File: config.mk
export PLATFORM = sky130hd
export DESIGN_NAME = ma_decoder
export DESIGN_NICKNAME = d
export VERILOG_FILES = /design/src/rtl/ma_decoder.sv
export SDC_FILE = /design/constraint.sdc
export NUM_CORES = 1
export LEC_CHECK = 0
export ABC_AREA = 1
export BUFFER_PORTS_ARGS = -buffer_cell sky130_fd_sc_hd__buf_2
export CAP_MARGIN = 40
export CORE_MARGIN = 1
export CORE_UTILIZATION = 40
export CTS_CLUSTER_SIZE = 10
export DETAILED_ROUTE_END_ITERATION = 8
export GPL_TIMING_DRIVEN = 0
export HOLD_SLACK_MARGIN = 0.03
export PLACE_DENSITY = 0.65
export SLEW_MARGIN = 5
export SYNTH_ARGS = -nofsm -noshare
export SYNTH_HDL_FRONTEND = slang
export SYNTH_SLANG_ARGS = --single-unit
File: constraint.sdc
create_clock -name clk -period 5.6 [get_ports clk]
set_clock_uncertainty 0.2 [all_clocks]
set_input_delay 1.68 -clock clk [delete_from_list [all_inputs] [get_ports clk]]
set_output_delay 1.68 -clock clk [all_outputs]
set_load 0.005 [all_outputs]
File: src/rtl/ma_decoder.sv
// ma_decoder: inverts an ORDER-tap moving sum y[n] back into the source
// sample stream x[n] = y[n] - y[n-1] + x[n-ORDER].
//
// Ports:
//   clk       - single clock, all state updates on the rising edge
//   rst       - synchronous active-high reset (highest priority)
//   in_valid  - in_data carries a moving-sum sample this cycle
//   in_data   - unsigned moving sum y[n] (INPUT_WIDTH bits)
//   resync    - single-cycle pulse: clears y_prev/history, returns to RUN
//   out_valid - out_data holds a freshly reconstructed sample
//   out_data  - reconstructed unsigned sample x[n] (OUTPUT_WIDTH bits)
//   fault     - high while the decoder sits in FAULT
//
// The range check assumes OUTPUT_WIDTH <= INPUT_WIDTH, so that the
// reconstructed value always fits in the INPUT_WIDTH+2 signed sum.
module ma_decoder #(
   parameter int unsigned INPUT_WIDTH  = 18,
   parameter int unsigned OUTPUT_WIDTH = 16,
   parameter int unsigned ORDER        = 4
) (
   input  logic                    clk,
   input  logic                    rst,
   input  logic                    in_valid,
   input  logic [INPUT_WIDTH-1:0]  in_data,
   input  logic                    resync,
   output logic                    out_valid,
   output logic [OUTPUT_WIDTH-1:0] out_data,
   output logic                    fault
);

   localparam int unsigned SW = INPUT_WIDTH + 2;

   typedef enum logic {
      ST_RUN,
      ST_FAULT
   } state_e;

   state_e                              state_q, state_d;
   logic [INPUT_WIDTH-1:0]              y_prev_q, y_prev_d;
   // Shift register: index 0 is x[n-1], index ORDER-1 is x[n-ORDER].
   logic [ORDER-1:0][OUTPUT_WIDTH-1:0]  hist_q, hist_d;
   logic                                out_valid_q, out_valid_d;
   logic [OUTPUT_WIDTH-1:0]             out_data_q, out_data_d;

   logic signed [SW-1:0]                sum_s;
   logic                                in_range;

   // All operands zero-extended into SW signed bits, so no step can wrap.
   assign sum_s = $signed({2'b00, in_data})
                - $signed({2'b00, y_prev_q})
                + $signed({{(SW-OUTPUT_WIDTH){1'b0}}, hist_q[ORDER-1]});

   // Non-negative and no bits set above the output width.
   assign in_range = !sum_s[SW-1] && (sum_s[SW-2:OUTPUT_WIDTH] == '0);

   always_comb begin
      state_d     = state_q;
      y_prev_d    = y_prev_q;
      hist_d      = hist_q;
      out_valid_d = 1'b0;
      out_data_d  = out_data_q;
      if (resync) begin
         // Any sample arriving together with resync is dropped.
         state_d  = ST_RUN;
         y_prev_d = '0;
         hist_d   = '0;
      end else if (state_q == ST_RUN && in_valid) begin
         if (in_range) begin
            out_valid_d = 1'b1;
            out_data_d  = sum_s[OUTPUT_WIDTH-1:0];
            y_prev_d    = in_data;
            hist_d      = {hist_q[ORDER-2:0], sum_s[OUTPUT_WIDTH-1:0]};
         end else begin
            state_d = ST_FAULT;
         end
      end
   end

   always_ff @(posedge clk) begin
      if (rst) begin
         state_q     <= ST_RUN;
         y_prev_q    <= '0;
         hist_q      <= '0;
         out_valid_q <= 1'b0;
         out_data_q  <= '0;
      end else begin
         state_q     <= state_d;
         y_prev_q    <= y_prev_d;
         hist_q      <= hist_d;
         out_valid_q <= out_valid_d;
         out_data_q  <= out_data_d;
      end
   end

   assign out_valid = out_valid_q;
   assign out_data  = out_data_q;
   assign fault     = (state_q == ST_FAULT);

endmodule

[Word-level counts from Yosys, hierarchy flattened]
Cells that the tools add are included.
Storage, ports and cells
  input bits: 22
  bits in registers: 100
  memory bits (read-only): 0
  memories kept: 0
  latch bits: 0
  memory bits (writable): 0
  output and inout bits: 18
Cells by class
  eq/ne operators: 0
  add/sub/neg operators: 2
  multiply operators: 0
  divide/modulo/power cells: 0
  bitwise gates (word level): 4
  $lt $le $gt $ge: 0
  reduce and logical (&&, ||, !) cells: 9
  muxes and demuxes: 1
  shift operators: 0
Operator list (number)
  $add 19x17->20: 1
  $sub 18x18->19: 1
  $not 1->1: 4
  $reduce_and 2->1: 2
  $logic_not 3->1: 1
  $reduce_and 3->1: 1
  $reduce_or 3->1: 1
  $logic_and 1x1->1: 2
  $reduce_or 2->1: 1
  $logic_not 1->1: 1
  $mux 1: 1

[Longest topological paths before layout]
Gate-level depths: netlist of the first run.
  depth after elaboration: 6
  mapped depth: 30

[Worst setup path before layout of the first run]
OpenSTA, ideal clock, no wires.
  kind: input-to-reg
  from: in in_data[0]
  to: reg hist_q[49] (netlist name)
  data required time: 5.268 ns
  path buffers: 1
  setup time: 0.132 ns
  stages: 24
  setup slack: 0.390 ns
  arrival: 4.878 ns
  path through: inv_1 ha_1 inv_1 fa_1 nand2_1 nand2_1 nand3_1 nand2_2 a31oi_1 o21ai_0 xor2_1 ha_1 nand2_1 nor4_1 a21oi_1 a21oi_1 nand2_1 nand2_1 nand2_1 nor2_4 nand2_2 buf_2 nand2_1 a21oi_1
On the way
  longest elaborated chain between the ends: 5
RTL lines
  start, declared: line 24  | input logic [INPUT_WIDTH-1:0] in_data,
  $sub 18x18->19 *: line 50  | - $signed({2'b00, y_prev_q})
  $add 19x17->20 *: line 51  | + $signed({{(SW-OUTPUT_WIDTH){1'b0}}, hist_q[ORDER-1]});
  $logic_not 3->1 or $logic_not 1->1 (tied branches): line 54  | assign in_range = !sum_s[SW-1] && (sum_s[SW-2:OUTPUT_WIDTH] == '0);
  $logic_and 1x1->1 *: line 54
  $reduce_and 2->1 (no source line) *
  end signal, assigned: line 89  | hist_q <= hist_d;
  end, declared: line 41  | logic [ORDER-1:0][OUTPUT_WIDTH-1:0] hist_q, hist_d;
Mark *: on every way between the ends. The rest lies on a longest branch, timed or not.
A chain may end at the register's enable or synchronous reset.

[Worst setup path in the final report of the first run]
  from: in in_data[0]
  to: reg hist_q[19] (netlist name)
Same word-level chain as after synthesis.

==> results of run 1 <==
-- logic make-up after synthesis --
family / after synthesis
fa+ha+maj: 36
flops: 100
compound gates: 143
xor+xnor: 28
buf+inv: 115
simple gates: 377
-- how the worst min path moves through the flow --
stage	from	endpoint	slack, ns	depth (start not counted)
global route	hist_q[22]	hist_q[22]	0.28	2
global placement	out_data[8]	out_data[8]	0.25	2
finish	y_prev_q[11]	y_prev_q[11]	0.26	2
detailed placement	y_prev_q[11]	y_prev_q[11]	0.25	2
floorplan	y_prev_q[10]	y_prev_q[10]	0.24	2
CTS	out_data[13]	out_data[13]	0.26	2
-- through the flow --
stage | cells | instance area (um2) | TNS (ns) | hold WS (ns)
detailed placement | 1014 | 5990 | -51.63 | 0.253
CTS | 1032 | 6310 | 0 | 0.263
finish | 1035 | 6480 | 0 | 0.260
global route | 1035 | 6480 | -0.316 | 0.278
global placement | 1013 | 5980 | -49.86 | 0.248
floorplan | 799 | 5570 | 0 | 0.240
-- worst max-delay path: stages --
cell,delay (ns)
buf_2,0.11
inv_1,0.05
ha_2,0.19
inv_2,0.07
fa_2,0.37
nand2_1,0.07
nand2_1,0.06
nand3_1,0.11
nand2_2,0.12
a31oi_4,0.21
o21ai_1,0.10
xor2_1,0.15
ha_1,0.40
nand2_2,0.12
nor4_4,0.29
a21oi_2,0.11
a21oi_2,0.14
nand2_1,0.06
nand2_1,0.05
nand2_1,0.07
nor2_4,0.22
buf_12,0.15
buf_6,0.14
buf_6,0.14
nand3_1,0.11
a21oi_2,0.15
-- layer usage --
layer,up-vias,GRT usage
li1,2748,-
met1,2365,0.297
met2,127,0.323
met3,26,0.0371
met4,0,0.0719
met5,-,0
-- flip-flops by register name, indices dropped and copies added (netlist names) --
register and flops:
fault 1, hist_q 64, y_prev_q 18, out_valid 1
out_data 16
-- power groups by stage --
stage	logic (uW)	registers (uW)	clock network, uW
after global routing	371	728	648
after floorplan	220	743	0
after global placement	303	743	0
final	335	727	606
after CTS	313	727	622
after detailed placement	306	743	0
-- cells in the final DEF (no fill, tap or decap), types with 2 or more instances in the layout --
| master | Yosys | final |
|---|---|---|
| buf_6 | 4 | 4 |
| buf_4 | 1 | 6 |
| xnor2_1 | 14 | 14 |
| clkbuf_1 | 22 | 23 |
| a21oi_2 | 0 | 6 |
| o21bai_1 | 2 | 2 |
| xor2_1 | 14 | 14 |
| nand3_1 | 102 | 102 |
| nand2_1 | 194 | 192 |
| nor2_1 | 48 | 46 |
| inv_1 | 72 | 71 |
| a21oi_1 | 119 | 113 |
| nand4_1 | 20 | 20 |
| ha_1 | 34 | 26 |
| nor2_2 | 0 | 2 |
| o21ai_1 | 0 | 2 |
| ha_4 | 0 | 6 |
| dfxtp_1 | 100 | 100 |
| a31oi_1 | 3 | 2 |
| clkbuf_16 | 0 | 9 |
| clkbuf_4 | 0 | 2 |
| nand2_2 | 3 | 5 |
| o21ai_0 | 14 | 12 |
| inv_6 | 0 | 2 |
| inv_2 | 1 | 2 |
| ha_2 | 0 | 2 |
| nor3_1 | 2 | 2 |
| a21o_1 | 2 | 2 |
| buf_2 | 14 | 50 |
-- area by class of cell --
cell class	count	area [um2]
clock buffers	11	243
clock inverters	5	41.3
multi-input cells	584	3240
plain buffers	41	210
well taps	176	220
repair buffers	44	248
fillers	1375	6920
flip-flops and latches	100	2000
inverters	74	278
-- repair_timing --
action | in CTS | in global routing
endpoints found under the setup margin | 93 | 100
pin swaps | 1 | 9
gates resized for setup | 1 | 30
hold endpoints to repair | 0 | 0
setup buffers | 2 | 3
==> impl_metrics.toml, run 1 <==
[drt]
drc = 0
wl_met2_um = 6530
top_layer_used = "met4"
drt-met1-wl_um = 7320
drt-initial-drc-count = 451
wl_met3_um = 673
wl_um = 14800
dr.pass1.iters = 5
vias = 5266
route.detailed.wl_per_inst_um = 14.3
postRouteAntennaNets = 0
vias_per_cell = 5.09

[setup_path]
crit_type = "in2reg"
critPathLaunch = "in_data[0]"
end_kind = "register"
setup.worst_path.end = "hist_q[19]"
rrSetupSlack_ns = 1.32
worstSetupStartpointType = "input pin"
r2r_start = "y_prev_q[3]"
r2r_cells = 26
crit_path_max_fanout = 10
r2r-end = "hist_q[19]"
cp.arrival_ns = 5.47
cp.required_ns = 5.69

[sta]
setup-violations-final = 0
fin_ws_ns = 0.224
fmax_mhz = 186
worst_pin_slew_ns = 0.569
period_minus_slack_ns = 5.38
slew_headroom = 0.619
finalCritPeriodShare = 0.960
maxSlewViolCount = 0
final_hold_viol_count = 0

[die]
coreArea_mm2 = 0.0134
rows = 42
die_area_mm2 = 0.0144
die_y_um = 120
pin_count = 40
initial_core_util = 0.416
die_w_um = 120

[placed_design]
place.gp.congestion = 0.917
dp_slack_ns = -0.596
dp_hpwl_um = 11300
io_buffer_count = 38

[yosys]
yosys.area_share.adder = 0.0835
syn_area_mm2 = 0.00557
yosys.area_share.simple = 0.294
synthTopCellsByArea = "dfxtp_1, nand2_1, a21oi_1"
synth_compound_area_frac = 0.132
synth_common_cells = "nand2_1, a21oi_1, nand3_1, dfxtp_1, inv_1"
synth_edf_count = 0
ys_types = 32
yosysTopAreaCell = "dfxtp_1"
ys_seq_area_frac = 0.359
synth_mux_area_frac = 0
async_reset_ff_frac = 0
yosys_warnings = 0
synthCells = 799
synth_top_family_by_area = "simple AND/OR/NAND/NOR gates"
syn_nets = 857
synth_xor_area_frac = 0.0440
synth_seq_cells = 100
yosys.cell_count.top_type = "nand2_1"
ys.flop_type = "dfxtp_1"
synth_top_cell_area_share = 0.359
post_synth.cell_area_avg_um2 = 6.97

[layout]
diodes = 0
final_core_util = 0.484
drive_above_1_share = 0.126
fin_nets = 912
syn_to_final_growth_pct = 16.3

[cts]
clockRootBuffer = "clkbuf_16"
cts_tree = "done"
cts_buffer_depth = 2
cts.htree.levels = 3
cts_made_buffers = 9
clk_latency_ns = 0.36
clock-sinks = 100
cts_hold_buf = 0
clk_pin_slew_ns = 0.07

[power_and_ir_drop]
power.internal_uw = 1160
power_density_mw_per_mm2 = 257
switchingPower_uw = 512
switching_share = 0.307
p_seq_frac = 0.436
finalPower_uw = 1670
peakVddDrop_mv = 0.153
pwr-share-clk = 0.363
p_leak_uw = 0.00257
pwr-share-comb = 0.201

[grt]
grt_usage = 0.211
grt_max_degree = 18
grt_antenna_before_repair = 0
grt_pass1_vias = 4670
gr-total-overflow = 0
grt_pass1_wl_um = 23800

[min_path]
hold_class = "reg2reg"

[status]
status = "finished, final reports clean"

[job]
maxCapViolations = 0
(Power assumes the default switching activity.)
==> run 2: changes to the inputs <==
clock period = 5.75 ns   (was 5.6 ns; I/O delays follow)
==> impl_metrics.toml, run 2 (same netlist as run 1, synthesis figures left out) <==
[sta]
setup-violations-final = 0
maxSlewViolCount = 0
final_hold_viol_count = 0
worst_pin_slew_ns = 0.555
slew_headroom = 0.629
fin_ws_ns = 0.293
period_minus_slack_ns = 5.46
finalCritPeriodShare = 0.949
fmax_mhz = 183

[grt]
grt_pass1_wl_um = 23800
grt_usage = 0.211
grt_antenna_before_repair = 0
grt_pass1_vias = 4670
grt_max_degree = 18
gr-total-overflow = 0

[drt]
drc = 0
vias = 5236
dr.pass1.iters = 6
wl_um = 14600
drt-initial-drc-count = 460
postRouteAntennaNets = 0
route.detailed.wl_per_inst_um = 14.1
vias_per_cell = 5.06

[layout]
final_core_util = 0.477
fillers = 1387
largest_reg_flops = 64
diodes = 0
layout_common_cells = "nand2_1, a21oi_1, nand3_1, dfxtp_1, inv_1"
final_common_cell = "nand2_1"
drive_above_1_share = 0.115
fin_nets = 911
syn_to_final_growth_pct = 14.6
top_register = "hist_q"

[setup_path]
cp.arrival_ns = 5.55
crit_slowest_cell = "fa_2"
critPathBufInv = 6
cp.required_ns = 5.84
crit_type = "in2reg"
path_delay_family = "simple AND/OR/NAND/NOR gates"
slowest_delay_ns = 0.38
end_kind = "register"
cpMostUsedCell = "nand2_1"
crit_path_max_fanout = 10
worstSetupStartpointType = "input pin"

[job]
maxCapViolations = 0

[cts]
clockRootBuffer = "clkbuf_16"
cts_tree = "done"
clk_pin_slew_ns = 0.07
clk_latency_ns = 0.36
clock-sinks = 100
cts.htree.levels = 3
cts_made_buffers = 9
cts_hold_buf = 0
cts_buffer_depth = 2

[placed_design]
dp_slack_ns = -0.491
place.gp.congestion = 0.917
dp_hpwl_um = 11300
io_buffer_count = 38

[die]
die_y_um = 120
die_w_um = 120
die_area_mm2 = 0.0144
pin_count = 40
initial_core_util = 0.416
coreArea_mm2 = 0.0134
rows = 42

[min_path]
hold_class = "reg2reg"

[power_and_ir_drop]
p_leak_uw = 0.00256
power_density_mw_per_mm2 = 253
finalPower_uw = 1610
peakVddDrop_mv = 0.148

[status]
status = "finished, final reports clean"
==> run 2: cell types whose count changed in the layout (fill, tap and decap cells not counted), sizes merged <==
cell	before	now
clkbuf	35	33
buf	61	62
==> run 2: worst register-to-register path, cell delays in order, from the launching register on <==
cell      delay [ns]
dfxtp_1         0.33
inv_1           0.05
ha_2            0.39
nand2_1         0.06
nand2_1         0.08
nand2_1         0.05
nand2_1         0.10
nand2_1         0.07
nand2_1         0.09
a21oi_2         0.05
o21bai_1        0.22
nand2_1         0.07
nand2_1         0.11
a21oi_1         0.09
xnor2_1         0.14
ha_1            0.37
a21oi_1         0.15
a21boi_1        0.17
nand2_1         0.08
a21oi_2         0.17
xor2_1          0.18
nand3_1         0.14
nor2_4          0.22
buf_12          0.15
buf_6           0.14
buf_6           0.14
nand3_1         0.12
a21oi_2         0.17
==> run 2: where the power goes <==
group	switching, uW	internal [uW]	total [uW]
combinational	209	107	316
clock	279	311	590
sequential	5.38	702	708
total	494	1120	1610
==> run 2: path summary, 6_finish.rpt <==
| kind | cells past startpoint | slack (ns) | endpoint | from |
|---|---|---|---|---|
| max | 27 | 0.29 | hist_q[19] | in_data[0] |
| min | 2 | 0.26 | y_prev_q[11] | y_prev_q[11] |
| max reg2reg | 27 | 1.40 | hist_q[19] | y_prev_q[2] |
| min reg2reg | 2 | 0.26 | y_prev_q[11] | y_prev_q[11] |
==> run 2: repair_timing <==
| item | in CTS | in global routing |
|---|---|---|
| buffers inserted | 2 | 2 |
| hold endpoints to repair | 0 | 0 |
| resized for setup | 0 | 17 |
| pin swaps | 1 | 5 |
| endpoints found under the setup margin | 70 | 100 |
==> run 2: stage by stage <==
step	instances	cell area [um2]	hold slack [ns]	TNS, ns
2_1_floorplan	799	5570	0.240	0
3_3_place_gp	1013	5980	0.248	-39.36
3_5_place_dp	1014	5990	0.253	-41.13
4_1_cts	1032	6300	0.263	0
5_1_grt	1034	6390	0.278	-0.0105
6_report	1034	6390	0.260	0
==> run 2: routing by layer <==
metal  vias up  global-route usage  routed length [um]
li1       2740                   -                   -
met2       128               0.323                6340
met1      2343               0.297                7370
met5         -                   0                   0
met4         0              0.0719                 303
met3        25              0.0371                 609
==> run 2: final cells by class <==
type / count / area, um2 / share of cell area
Sequential cell: 100 / 2000 / 0.313
Multi-Input combinational cell: 584 / 3160 / 0.495
Clock buffer: 11 / 243 / 0.0380
Tap cell: 176 / 220 / 0.0345
Timing Repair Buffer: 43 / 240 / 0.0376
Inverter: 74 / 278 / 0.0435
Buffer: 41 / 205 / 0.0321
Clock inverter: 5 / 41.3 / 0.00646
==> run 3: changes to the inputs <==
ABC_AREA = default   (was 1)
GPL_TIMING_DRIVEN = default   (was 0)
==> impl_metrics.toml, run 3 <==
[power_and_ir_drop]
peakVddDrop_mv = 0.161
p_leak_uw = 0.00293
pwr-share-clk = 0.379
p_seq_frac = 0.418
power_density_mw_per_mm2 = 234
pwr-share-comb = 0.203
switchingPower_uw = 458
switching_share = 0.273
power.internal_uw = 1220

[grt]
grt_pass1_vias = 4397
grt_antenna_before_repair = 0
grt_usage = 0.177
grt_pass1_wl_um = 20400
grt_max_degree = 67
gr-total-overflow = 0

[layout]
final_common_cell = "nand2_1"
syn_to_final_growth_pct = 26.7
top_register = "hist_q"
diodes = 0
fin_nets = 784
largest_reg_flops = 64
fillers = 1249
layout_common_cells = "nand2_1, dfxtp_1, mux2i_1, buf_4, buf_2"
drive_above_1_share = 0.238

[drt]
vias = 4530
drt-initial-drc-count = 240
wl_um = 12800
dr.pass1.iters = 6
vias_per_cell = 4.97
route.detailed.wl_per_inst_um = 14.0
postRouteAntennaNets = 0
drc = 2

[yosys]
ys.flop_type = "dfxtp_1"
yosysTopAreaCell = "dfxtp_1"
synth_edf_count = 0
yosys_warnings = 0
synth_common_cells = "nand2_1, dfxtp_1, mux2i_1, ha_1, nand2b_1"
syn_nets = 683
synth_seq_cells = 100
yosys.cell_count.top_type = "nand2_1"
ys_seq_area_frac = 0.353
synthCells = 625
syn_area_mm2 = 0.00567
post_synth.cell_area_avg_um2 = 9.07
ys_types = 55
synthTopCellsByArea = "dfxtp_1, mux2i_1, nand2_1"
async_reset_ff_frac = 0
synth_top_cell_area_share = 0.353

[cts]
cts_made_buffers = 9
clock-sinks = 100
cts_tree = "done"
cts_hold_buf = 0
clockRootBuffer = "clkbuf_16"
clk_pin_slew_ns = 0.07
cts.htree.levels = 3
clk_latency_ns = 0.36
cts_buffer_depth = 2

[die]
pin_count = 40
die_y_um = 121
die_area_mm2 = 0.0146
coreArea_mm2 = 0.0138
initial_core_util = 0.410
die_w_um = 121
rows = 43

[sta]
maxSlewViolCount = 0
period_minus_slack_ns = 5.81
finalSetupTns_ns = -0.715
setup-violations-final = 18
finalCritPeriodShare = 1.01
worst_pin_slew_ns = 0.620
fin_ws_ns = -0.0622
rsz0062_at_grt = "true"
holdWs_ns = 0.260
slew_headroom = 0.587
fmax_mhz = 172
final_hold_viol_count = 0

[setup_path]
r2r_start = "y_prev_q[1]"
path_depth = 22
r2r_cells = 22
cp.required_ns = 5.83
end_kind = "register"
crit_chain = "buf_2 > ha_1 > nor2b_2 > o2111ai_2 > a211o_1 > a21boi_1 > o21a_1 > o22ai_2 > o21ba_2 > xnor2_2 > ha_4 > o21a_1 > o21ai_0 > nand2b_1 > a21oi_2 > a21oi_2 > or4_4 > o22ai_4 > buf_12 > buf_12 > buf_16 > mux2i_1"
critPathBufInv = 4
slowest_delay_ns = 0.57
critPathLaunch = "in_data[1]"
cp.arrival_ns = 5.90
path_delay_family = "compound AO/OA/AOI/OAI gates"
setup.worst_path.end = "hist_q[15]"
crit_type = "in2reg"
crit_slowest_cell = "or4_4"
r2r-end = "hist_q[15]"
crit_path_max_fanout = 7
worstSetupStartpointType = "input pin"
rrSetupSlack_ns = 1.02

[job]
maxCapViolations = 0

[placed_design]
dp_hpwl_um = 8520
place.gp.congestion = 0.808
io_buffer_count = 39

[status]
violations = "design-rule violations, negative setup slack"
status = "finished with violations"

[min_path]
hold_class = "reg2reg"
run 3: cell types whose count changed in the layout (fill, tap and decap cells not counted), sizes merged, moves of 5 or more:
cell | before | now
mux2i | 0 | 100
a21oi | 119 | 26
nand3 | 103 | 10
nand2 | 197 | 130
buf | 62 | 115
inv | 76 | 30
nand2b | 0 | 34
nor2 | 49 | 19
clkbuf | 33 | 13
nand4 | 20 | 0
o21a | 0 | 8
nor2b | 0 | 5
xor2 | 14 | 9
run 3: worst min-delay path by stage:
stage	startpoint	endpoint	slack [ns]	cells after the start
finish	y_prev_q[4]	y_prev_q[4]	0.26	2
detailed placement	y_prev_q[4]	y_prev_q[4]	0.25	2
CTS	y_prev_q[4]	y_prev_q[4]	0.26	2
global route	y_prev_q[1]	y_prev_q[1]	0.29	2
global placement	y_prev_q[16]	y_prev_q[16]	0.24	2
floorplan	y_prev_q[10]	y_prev_q[10]	0.23	2
run 3: power by group through the flow:
| stage | sequential, uW | combinational (uW) | clock, uW |
|---|---|---|---|
| CTS | 703 | 310 | 654 |
| floorplan | 719 | 206 | 0 |
| global placement | 719 | 280 | 0 |
| global route | 704 | 370 | 685 |
| detailed placement | 719 | 287 | 0 |
| finish | 703 | 341 | 636 |
run 3: repair_timing:
| action | in CTS | in global routing |
|---|---|---|
| cloned | 3 | 3 |
| pin swaps | 5 | 25 |
| gates resized for setup | 13 | 38 |
| buffers inserted | 1 | 12 |
| endpoints found under the setup margin | 83 | 99 |
run 3: kinds of logic (layout without fill, tap and decap cells):
family,after synthesis,in the layout,share of synthesized area
simple gates,217,217,0.175
mux,100,100,0.177
flops,100,100,0.353
compound gates,90,90,0.112
buf+inv,56,162,0.0605
fa+ha+maj,36,36,0.0821
xor+xnor,26,26,0.0402
run 3: final cells by class:
type / count / area [um2] / share of cell area
timing repair buffer: 118 / 1010 / 0.141
tap: 180 / 225 / 0.0314
clock inverter: 6 / 70.1 / 0.00976
clock buffer: 10 / 239 / 0.0333
multi-input combinational: 469 / 3520 / 0.491
sequential: 100 / 2000 / 0.279
inverter: 28 / 108 / 0.0150
run 3: metal layers:
layer / vias to the layer above / track usage / share of wire
met5: - / 0 / 0
met1: 2104 / 0.238 / 0.49
met4: 0 / 0.0748 / 0.020
li1: 2341 / - / -
met3: 18 / 0.0254 / 0.030
met2: 67 / 0.282 / 0.46
run 3: stage by stage:
stage / total power [uW] / utilization / worst slack, ns / std cells / instance area [um2]
final: 1680 / 0.519 / -0.0622 / 911 / 7180
after detailed placement: 1010 / 0.460 / -0.581 / 877 / 6360
after floorplan: 925 / - / 0.00736 / 625 / 5680
after global placement: 999 / 0.460 / -0.533 / 877 / 6360
after CTS: 1670 / 0.495 / -0.0679 / 897 / 6850
after global routing: 1760 / 0.519 / -0.301 / 911 / 7180
run 3: worst reg2reg max path: cells and delay by family (launching register included):
kind / cells / cell delay, ns
xor gates and xnor gates: 1 / 0.23
and+or+nand+nor: 3 / 0.86
muxes: 1 / 0.19
adders and majority gates: 2 / 0.53
buffers and inverters: 4 / 0.51
AOI/OAI and AO/OA: 11 / 1.81
DFF: 1 / 0.34
